==> src/rtl/parc_core_reorder_buffer_pkg.sv <==
// Shared PARC constants: ROB geometry, functional-unit and bypass-mux encodings.
// The scoreboard and the reorder buffer both import this so their encodings agree.
package parc_core_reorder_buffer_pkg;

    localparam int unsigned ROB_ENTRIES = 16;
    localparam int unsigned ROB_SLOT_W  = 4;
    localparam int unsigned ROB_DATA_W  = 32;
    localparam int unsigned ROB_REG_W   = 5;

    typedef enum logic [1:0] {
        FUNC_UNIT_ALU = 2'd0,
        FUNC_UNIT_MUL = 2'd1,
        FUNC_UNIT_MEM = 2'd2,
        FUNC_UNIT_CSR = 2'd3
    } func_unit_e;

    // Operand bypass mux select; ROB bypass must stay at 5 to match the scoreboard.
    typedef enum logic [2:0] {
        BYP_RF  = 3'd0,
        BYP_X0  = 3'd1,
        BYP_X1  = 3'd2,
        BYP_X2  = 3'd3,
        BYP_W   = 3'd4,
        BYP_ROB = 3'd5
    } byp_sel_e;

endpackage

==> src/rtl/parc_core_reorder_buffer_ptr.sv <==
// Wrapping slot pointer: increments modulo 2**W when enabled, clears on reset.
module parc_core_reorder_buffer_ptr #(
    parameter int unsigned W = 4
) (
    input  logic         clk,
    input  logic         reset,
    input  logic         en,
    output logic [W-1:0] ptr
);

    always_ff @(posedge clk) begin
        if (reset) begin
            ptr <= '0;
        end else if (en) begin
            ptr <= ptr + W'(1);
        end
    end

endmodule

==> src/rtl/parc_core_reorder_buffer.sv <==
// In-order retirement controller for the PARC pipeline: allocates slots at issue,
// records writeback results, retires head-first into the register file.
module parc_core_reorder_buffer
    import parc_core_reorder_buffer_pkg::*;
#(
    parameter int unsigned ENTRIES = ROB_ENTRIES,
    parameter int unsigned SLOT_W  = ROB_SLOT_W,
    parameter int unsigned DATA_W  = ROB_DATA_W,
    parameter int unsigned REG_W   = ROB_REG_W
) (
    input  logic              clk,
    input  logic              reset,

    input  logic              rob_alloc_req_val,
    output logic              rob_alloc_req_rdy,
    input  logic [REG_W-1:0]  rob_alloc_req_preg,
    output logic [SLOT_W-1:0] rob_alloc_resp_slot,

    input  logic              rob_fill_val,
    input  logic [SLOT_W-1:0] rob_fill_slot,
    input  logic [DATA_W-1:0] rob_fill_data,

    output logic              rob_commit_wen,
    output logic [SLOT_W-1:0] rob_commit_slot,
    output logic [REG_W-1:0]  rob_commit_rf_waddr,
    output logic [DATA_W-1:0] rob_commit_rf_wdata,

    input  logic [SLOT_W-1:0] src0_byp_slot,
    output logic [DATA_W-1:0] src0_byp_data,
    input  logic [SLOT_W-1:0] src1_byp_slot,
    output logic [DATA_W-1:0] src1_byp_data
);

    localparam logic [SLOT_W:0] FULL_COUNT = (SLOT_W+1)'(ENTRIES);

    logic [ENTRIES-1:0] valid_q;
    logic [ENTRIES-1:0] pending_q;
    logic [REG_W-1:0]   preg_q [ENTRIES];
    logic [DATA_W-1:0]  data_q [ENTRIES];

    logic [SLOT_W-1:0]  head;
    logic [SLOT_W-1:0]  tail;
    logic [SLOT_W:0]    count_q;

    logic               alloc_fire;
    logic               commit_fire;
    logic               fill_fire;

    parc_core_reorder_buffer_ptr #(.W(SLOT_W)) head_ptr (
        .clk   (clk),
        .reset (reset),
        .en    (commit_fire),
        .ptr   (head)
    );

    parc_core_reorder_buffer_ptr #(.W(SLOT_W)) tail_ptr (
        .clk   (clk),
        .reset (reset),
        .en    (alloc_fire),
        .ptr   (tail)
    );

    // Readiness looks only at the registered count, so a full ROB refuses an
    // allocation even when the head retires in the same cycle.
    always_comb begin
        rob_alloc_req_rdy   = !reset && (count_q != FULL_COUNT);
        rob_alloc_resp_slot = tail;
        alloc_fire          = rob_alloc_req_val && rob_alloc_req_rdy;

        commit_fire         = !reset && valid_q[head] && !pending_q[head];
        rob_commit_wen      = commit_fire;
        rob_commit_slot     = head;
        rob_commit_rf_waddr = preg_q[head];
        rob_commit_rf_wdata = data_q[head];

        fill_fire           = rob_fill_val && valid_q[rob_fill_slot];
    end

    assign src0_byp_data = data_q[src0_byp_slot];
    assign src1_byp_data = data_q[src1_byp_slot];

    // Alloc (tail), fill and commit (head) touch distinct slots whenever all three
    // fire: tail==head with a live head only happens when full, which blocks alloc.
    always_ff @(posedge clk) begin
        if (reset) begin
            valid_q   <= '0;
            pending_q <= '0;
        end else begin
            if (fill_fire) begin
                pending_q[rob_fill_slot] <= 1'b0;
            end
            if (commit_fire) begin
                valid_q[head] <= 1'b0;
            end
            if (alloc_fire) begin
                valid_q[tail]   <= 1'b1;
                pending_q[tail] <= 1'b1;
            end
        end
    end

    always_ff @(posedge clk) begin
        if (fill_fire) begin
            data_q[rob_fill_slot] <= rob_fill_data;
        end
        if (alloc_fire) begin
            preg_q[tail] <= rob_alloc_req_preg;
        end
    end

    always_ff @(posedge clk) begin
        if (reset) begin
            count_q <= '0;
        end else begin
            case ({alloc_fire, commit_fire})
                2'b10:   count_q <= count_q + 1'b1;
                2'b01:   count_q <= count_q - 1'b1;
                default: count_q <= count_q;
            endcase
        end
    end

endmodule

==> config.mk <==
export PLATFORM = sky130hd
export DESIGN_NAME = parc_core_reorder_buffer
export DESIGN_NICKNAME = d
export VERILOG_FILES = /design/src/rtl/parc_core_reorder_buffer_pkg.sv /design/src/rtl/parc_core_reorder_buffer_ptr.sv /design/src/rtl/parc_core_reorder_buffer.sv
export SDC_FILE = /design/constraint.sdc
export NUM_CORES = 1
export LEC_CHECK = 0
export ABC_CLOCK_PERIOD_IN_PS = 3600
export BUFFER_PORTS_ARGS = -buffer_cell sky130_fd_sc_hd__buf_2
export CAP_MARGIN = 0
export CORE_AREA = 2 2 252 254
export DETAILED_ROUTE_END_ITERATION = 10
export DIE_AREA = 0 0 254 256
export GPL_TIMING_DRIVEN = 0
export PLACE_DENSITY_LB_ADDON = 0.2
export SYNTH_ARGS = -nofsm -noshare
export SYNTH_HDL_FRONTEND = slang
export SYNTH_SLANG_ARGS = --single-unit
export TNS_END_PERCENT = 20
==> constraint.sdc <==
create_clock -name clk -period 3.6 [get_ports clk]
set_clock_uncertainty 0.15 [all_clocks]
set_input_delay 0.18 -clock clk [delete_from_list [all_inputs] [get_ports clk]]
set_output_delay 0.18 -clock clk [all_outputs]
set_load 0.02 [all_outputs]
==> results of run 1 <==
-- final timing paths --
check              startpoint            end  slack (ns)
min reg2reg     pending_q[14]  pending_q[14]        0.33
max           head_ptr.ptr[1]     count_q[4]        0.06
min          rob_fill_slot[1]  pending_q[11]        0.06
max reg2reg   head_ptr.ptr[1]     count_q[4]        0.06
-- area by class of cell --
| cell class | count | area (um^2) |
|---|---|---|
| sequential | 641 | 18800 |
| timing repair buffer | 226 | 1690 |
| buffer | 126 | 764 |
| multi-input combinational | 752 | 13500 |
| clock buffer | 88 | 1970 |
| antenna | 1 | 2.50 |
| tap | 846 | 1060 |
| inverter | 34 | 128 |
| fill | 4387 | 24100 |
| clock inverter | 42 | 399 |
-- Yosys cell counts, drive strengths merged, types with 2 or more instances --
library cell  number  area (um^2)
edfxtp           592        17800
mux4             507        11600
buf               63          455
clkbuf            62          234
dfxtp             49          981
inv               34          128
nor2              33          124
a21oi             29          145
mux2i             22          220
nand2             22         82.6
o21ai             22          110
nand3             16         80.1
ha                11          138
nor2b             10         62.6
a31oi              8         50.1
or2                8         50.1
o41ai              7         61.3
nor4               6         52.6
and3               4         25.0
nand4              4         25.0
nor3               4         31.3
xnor2              4         35.0
nand2b             3         18.8
nand3b             3         22.5
xor2               3         26.3
a2111oi            2         17.5
a22oi              2         15.0
dlygate4sd1        2         17.5
mux2               2         22.5
o2111ai            2         17.5
o221ai             2         30.0
or3b               2         17.5
-- where the power goes --
part           internal, mW  switching [mW]
clock                  4.39            3.03
sequential             8.17          0.0490
combinational          1.70            1.94
-- metal layers --
layer	GRT usage, %	vias to the layer above	wire (um)	share of wire, %
met5	0	-	26	0.026
met4	11.3	4	4220	4.2
met3	7.69	294	11100	11
met2	51.1	1473	49500	49
met1	41.9	10522	35300	35
li1	-	7609	-	-
-- cell usage in the layout (no fill, tap or decap), drive strengths merged, types with 3 or more instances in the layout --
| cell | synthesis | routed |
|---|---|---|
| a21oi | 29 | 29 |
| a31oi | 8 | 8 |
| and3 | 4 | 4 |
| buf | 63 | 241 |
| bufinv | 0 | 7 |
| clkbuf | 62 | 152 |
| clkdlybuf4s15 | 0 | 3 |
| clkinv | 0 | 27 |
| clkinvlp | 0 | 5 |
| dfxtp | 49 | 49 |
| dlygate4sd3 | 0 | 42 |
| edfxtp | 592 | 592 |
| ha | 11 | 11 |
| inv | 34 | 37 |
| mux2i | 22 | 22 |
| mux4 | 507 | 507 |
| nand2 | 22 | 22 |
| nand2b | 3 | 3 |
| nand3 | 16 | 16 |
| nand3b | 3 | 3 |
| nand4 | 4 | 4 |
| nor2 | 33 | 33 |
| nor2b | 10 | 10 |
| nor3 | 4 | 4 |
| nor4 | 6 | 6 |
| o21ai | 22 | 22 |
| o41ai | 7 | 7 |
| or2 | 8 | 8 |
| xnor2 | 4 | 4 |
| xor2 | 3 | 3 |
-- cell families after synthesis --
family / synth area share [%]
flops: 57.1
mux: 36.2
buf+inv: 2.54
simple gates: 1.93
compound gates: 1.60
fa+ha+maj: 0.419
xor+xnor: 0.187
-- critical path, delay by kind of cell, from the launching register on --
family                     cells  cell delay, ns
muxes                          2            0.50
adders and majority gates      2            0.39
xor gates and xnor gates       1            0.14
buffers and inverters          2            0.25
and+or+nand+nor                2            0.64
DFF                            1            0.38
AOI/OAI and AO/OA              5            0.96
-- stage by stage --
step	cell area, um^2	util, %	hold WS, ns	instances	setup slack (ns)
6_report	38300	61.3	0.0566	2756	0.0554
5_1_grt	38300	61.3	0.0540	2756	-0.0273
4_1_cts	38100	61.0	0.0195	2749	-0.179
3_5_place_dp	35200	56.5	0.319	2575	-0.371
3_3_place_gp	34700	55.6	0.314	2553	-1.81
2_1_floorplan	32900	-	0.129	1554	0.0102
-- sequential cells by signal, summed over array words and instances, names as in the netlist, named ones only --
register / flops
valid_q: 16
pending_q: 16
tail_ptr.ptr: 4
count_q: 5
preg_q: 80
data_q: 512
head_ptr.ptr: 4
-- what timing repair did --
item / CTS / global route
hold buffers: 42 / 0
setup endpoints to repair: 38 / 1
hold endpoints to repair: 604 / 0
cloned: 0 / 1
pin swaps: 1 / 6
buffers inserted: 2 / 6
gates resized for setup: 18 / 22
==> flow_summary_export.csv, run 1 <==
group,metric,value,unit
hold_path,hold_depth,4,
grt,antenna_found_initial,3,
layout,num-nets-final,1916,
sta,fin_tns_setup,0,ns
floorplanning,dieHeight,256,um
setup_path,crit_path_end_kind,"register",
layout,drive_above_1_share,45.5,%
power,ir_drop,0.380,mV
placed_design,place_congestion,0.888,
power,leakage,12.2,nW
logic_synthesis,synthFlopType,"edfxtp_1",
power,fin_total_pwr,19.3,mW
logic_synthesis,synth_area_per_cell,21.1,um^2
setup_path,worstSetupPathType,"reg2reg",
clocking,clk_pin_slew,0.06,ns
placed_design,hpwl,65400,um
floorplanning,rows,92,
setup_path,startpoint_type,"register",
sta,finalHoldViolations,0,
setup_path,crit_chain,"buf_12, mux2i_1, a22oi_2, nand3_2, o221ai_4, inv_2, ha_4, xor2_1, ha_2, or3b_2, a21oi_2, o21bai_1, a21oi_1, mux2_2",
power,power_density,504,nW/um^2
logic_synthesis,synth_async_sr_flop_share,0,%
routing,postRouteAntennaNets,0,
logic_synthesis,synth_cell_types,58,
grt,grt_pass1_vias,20567,
logic_synthesis,synth_nets,1618,
grt,grt_pass1_wl,143000,um
sta,setup_viol,0,
routing,drc,0,
floorplanning,die_w,254,um
floorplanning,io_pins,164,
clocking,cts_tree,"done",
sta,fmax,282,MHz
logic_synthesis,synthCells,1554,
grt,track_usage,31.5,%
logic_synthesis,yosys_warnings,0,
floorplanning,start_util,52.6,%
flow_run,drv_cap,0,
clocking,cts_buffers,71,
sta,worstMarginPinSlew,1.35,ns
floorplanning,coreArea,62400,um^2
routing,drt_iter0_drc,2803,
routing,via_per_inst,7.22,
sta,slew_viol_final,0,
setup_path,max_stage_delay,0.47,ns
logic_synthesis,yosysSeqAreaShare,57.1,%
placed_design,portBuffers,153,
clocking,htreeDepth,3,
grt,grt_max_degree,25,
sta,min_period,3.54,ns
logic_synthesis,ys_seq_elements,641,
logic_synthesis,syn-cell-area,32800,um^2
routing,first_pass_iters,6,
sta,maxSlewHeadroom,9.81,%
layout,syn2layout_area_growth,16.5,%
routing,wl_per_cell,36.3,um
setup_path,timing.critical_path.required,3.96,ns
routing,vias,19902,
run_status,status,"finished, final reports clean",
floorplanning,dieArea,65000,um^2
clocking,cts.path.max_buffers,3,
logic_synthesis,synth_edf_count,592,
setup_path,ff2ff_path_depth,14,
setup_path,path_max_fanout,10,
routing,routed_wl,100000,um
clocking,worstSkewPairLatency,0.61,ns
setup_path,cp.arrival,3.90,ns
setup_path,slowest_stage,"or3b_2",
hold_path,hp-class,"in2reg",
clocking,clock_sinks,641,
clocking,cts-root-buf,"clkbuf_16",
sta,period_share,98.5,%
grt,grt_overflow,0,
Power figures use the tool's default switching activity.
==> run 2, diff against run 1 <==
Settings changed: ABC_CLOCK_PERIOD_IN_PS 3600 to 4270, HOLD_SLACK_MARGIN set to 0.03.
Clock period 3.6 ns to 4.27 ns, I/O delays scaled along.
==> run 2 against run 1 <==
Compared with the run above:
- global-route usage down 0.27 points
- power down 16%
- wire length down 0.44%
- largest cell class unchanged
- die area unchanged
- critical path depth down 9
==> flow_summary_export.csv, run 2 (synthesis gave the netlist of run 1 again) <==
group,metric,value,unit
run_status,status,"finished, final reports clean",
power,leakage,12.1,nW
layout,multiInputGateArea,13400,um^2
setup_path,slowest_stage,"clkbuf_1",
layout,drive_above_1_share,43.4,%
power,power_density,426,nW/um^2
hold_path,hp-class,"in2reg",
power,ir_drop,0.439,mV
setup_path,timing.critical_path.required,3.91,ns
setup_path,crit_chain,"clkbuf_1, clkbuf_1, mux4_1, mux4_2, buf_2",
routing,via_per_inst,7.18,
floorplanning,dieArea,65000,um^2
sta,setup_viol,0,
clocking,cts.path.max_buffers,3,
layout,fin_area,38100,um^2
layout,final_common_cell,"edfxtp_1",
sta,fin_hold_ws,0.0853,ns
clocking,worstSkewPairLatency,0.62,ns
placed_design,place_ws,-0.0858,ns
floorplanning,rows,92,
layout,largestRegisters,"data_q x512, preg_q x80",
clocking,cts_buffers,71,
layout,largest_reg_flops,512,
clocking,clk_pin_slew,0.06,ns
routing,drc,0,
routing,routed_wl,99700,um
setup_path,max_stage_delay,0.76,ns
sta,min_period,4.07,ns
clocking,htreeDepth,3,
grt,grt_overflow,0,
grt,grt_pass1_wl,141000,um
sta,fmax,245,MHz
grt,track_usage,31.2,%
placed_design,hpwl,65600,um
layout,top_register,"data_q",
floorplanning,die_w,254,um
grt,antenna_found_initial,2,
sta,period_share,95.4,%
floorplanning,coreArea,62400,um^2
sta,worst_slack,0.196,ns
flow_run,drv_cap,0,
setup_path,cp_common_cell,"clkbuf_1",
routing,first_pass_iters,6,
routing,postRouteAntennaNets,0,
layout,syn2layout_area_growth,15.9,%
placed_design,portBuffers,153,
grt,grt_pass1_vias,19875,
sta,rsz0062_at_grt,"no",
floorplanning,start_util,52.6,%
routing,wl_per_cell,36.3,um
layout,fillers,4394,
sta,maxSlewHeadroom,16.6,%
routing,drt_iter0_drc,2827,
setup_path,cp.arrival,3.71,ns
setup_path,path_max_fanout,10,
sta,worstMarginPinSlew,1.25,ns
grt,grt_max_degree,27,
setup_path,startpoint_type,"register",
floorplanning,io_pins,164,
floorplanning,dieHeight,256,um
layout,layout.area.seq,18800,um^2
routing,vias,19702,
layout,layout_common_cells,"edfxtp_1, mux4_2, buf_2",
placed_design,detailed_place.area,35300,um^2
setup_path,crit_path_end_kind,"output pin",
clocking,cts-root-buf,"clkbuf_16",
clocking,clock_sinks,641,
clocking,cts_tree,"done",
placed_design,place_congestion,0.875,
sta,finalHoldViolations,0,
setup_path,worstSetupPathType,"reg2out",
sta,fin_tns_setup,0,ns
sta,slew_viol_final,0,
layout,num-nets-final,1908,
-- run 2: changes by cell type in the layout (fill, tap and decap cells not counted), sizes merged --
| cell | delta |
|---|---|
| clkbuf | +1 |
| clkinv | -5 |
| bufinv | +2 |
| dlygate4sd3 | -2 |
| clkinvlp | -4 |
| clkdlybuf4s15 | -3 |
-- run 2: worst paths after layout --
| path | start | endpoint | slack [ns] | depth (start not counted) |
|---|---|---|---|---|
| min | rob_fill_slot[0] | pending_q[11] | 0.09 | 4 |
| max reg2reg | head_ptr.ptr[1] | count_q[4] | 0.20 | 14 |
| min reg2reg | pending_q[13] | pending_q[13] | 0.33 | 2 |
| max | register | rob_commit_rf_wdata[16] | 0.20 | 5 |
-- run 2: where the power goes --
| group | leakage (nW) | switching [mW] | internal (mW) |
|---|---|---|---|
| Clock | 1.17 | 2.49 | 3.80 |
| Combinational | 5.24 | 1.60 | 1.40 |
| Sequential | 5.72 | 0.0396 | 6.89 |
| Total | 12.1 | 4.13 | 12.1 |
-- run 2: cell type report --
| class | instances | area share, % |
|---|---|---|
| Buffer | 126 | 1.85 |
| Sequential cell | 641 | 49.3 |
| Clock inverter | 35 | 1.07 |
| Tap cell | 846 | 2.78 |
| Timing Repair Buffer | 218 | 4.39 |
| Multi-Input combinational cell | 752 | 35.1 |
| Clock buffer | 92 | 5.18 |
| Inverter | 34 | 0.335 |
| Antenna cell | 1 | 0.00657 |
-- run 2: worst max-delay path, delay by kind of cell (launching register included) --
family	cells	cell delay (ns)
buffers and inverters	3	1.64
flip-flops	1	0.50
multiplexers	2	0.94
-- run 2: stage by stage --
stage | std cells | utilization (%) | power, mW
finish | 2745 | 61.0 | 16.2
global route | 2744 | 61.0 | 16.6
CTS | 2744 | 61.0 | 16.2
detailed placement | 2577 | 56.5 | 10.0
global placement | 2553 | 55.5 | 9.96
floorplan | 1554 | - | 9.09
-- run 2: routing by layer --
layer	GRT usage, %	vias up	share of wire, %
met5	0	-	0.013
met4	11.1	2	3.8
met3	8.29	239	11
met2	49.8	1389	49
met1	41.9	10494	36
li1	-	7578	-
-- run 2: what timing repair did --
action	CTS	global route
hold endpoints to repair	602	0
resized for setup	1	3
hold buffers	40	0
buffers inserted	0	0
endpoints found under the setup margin	1	1
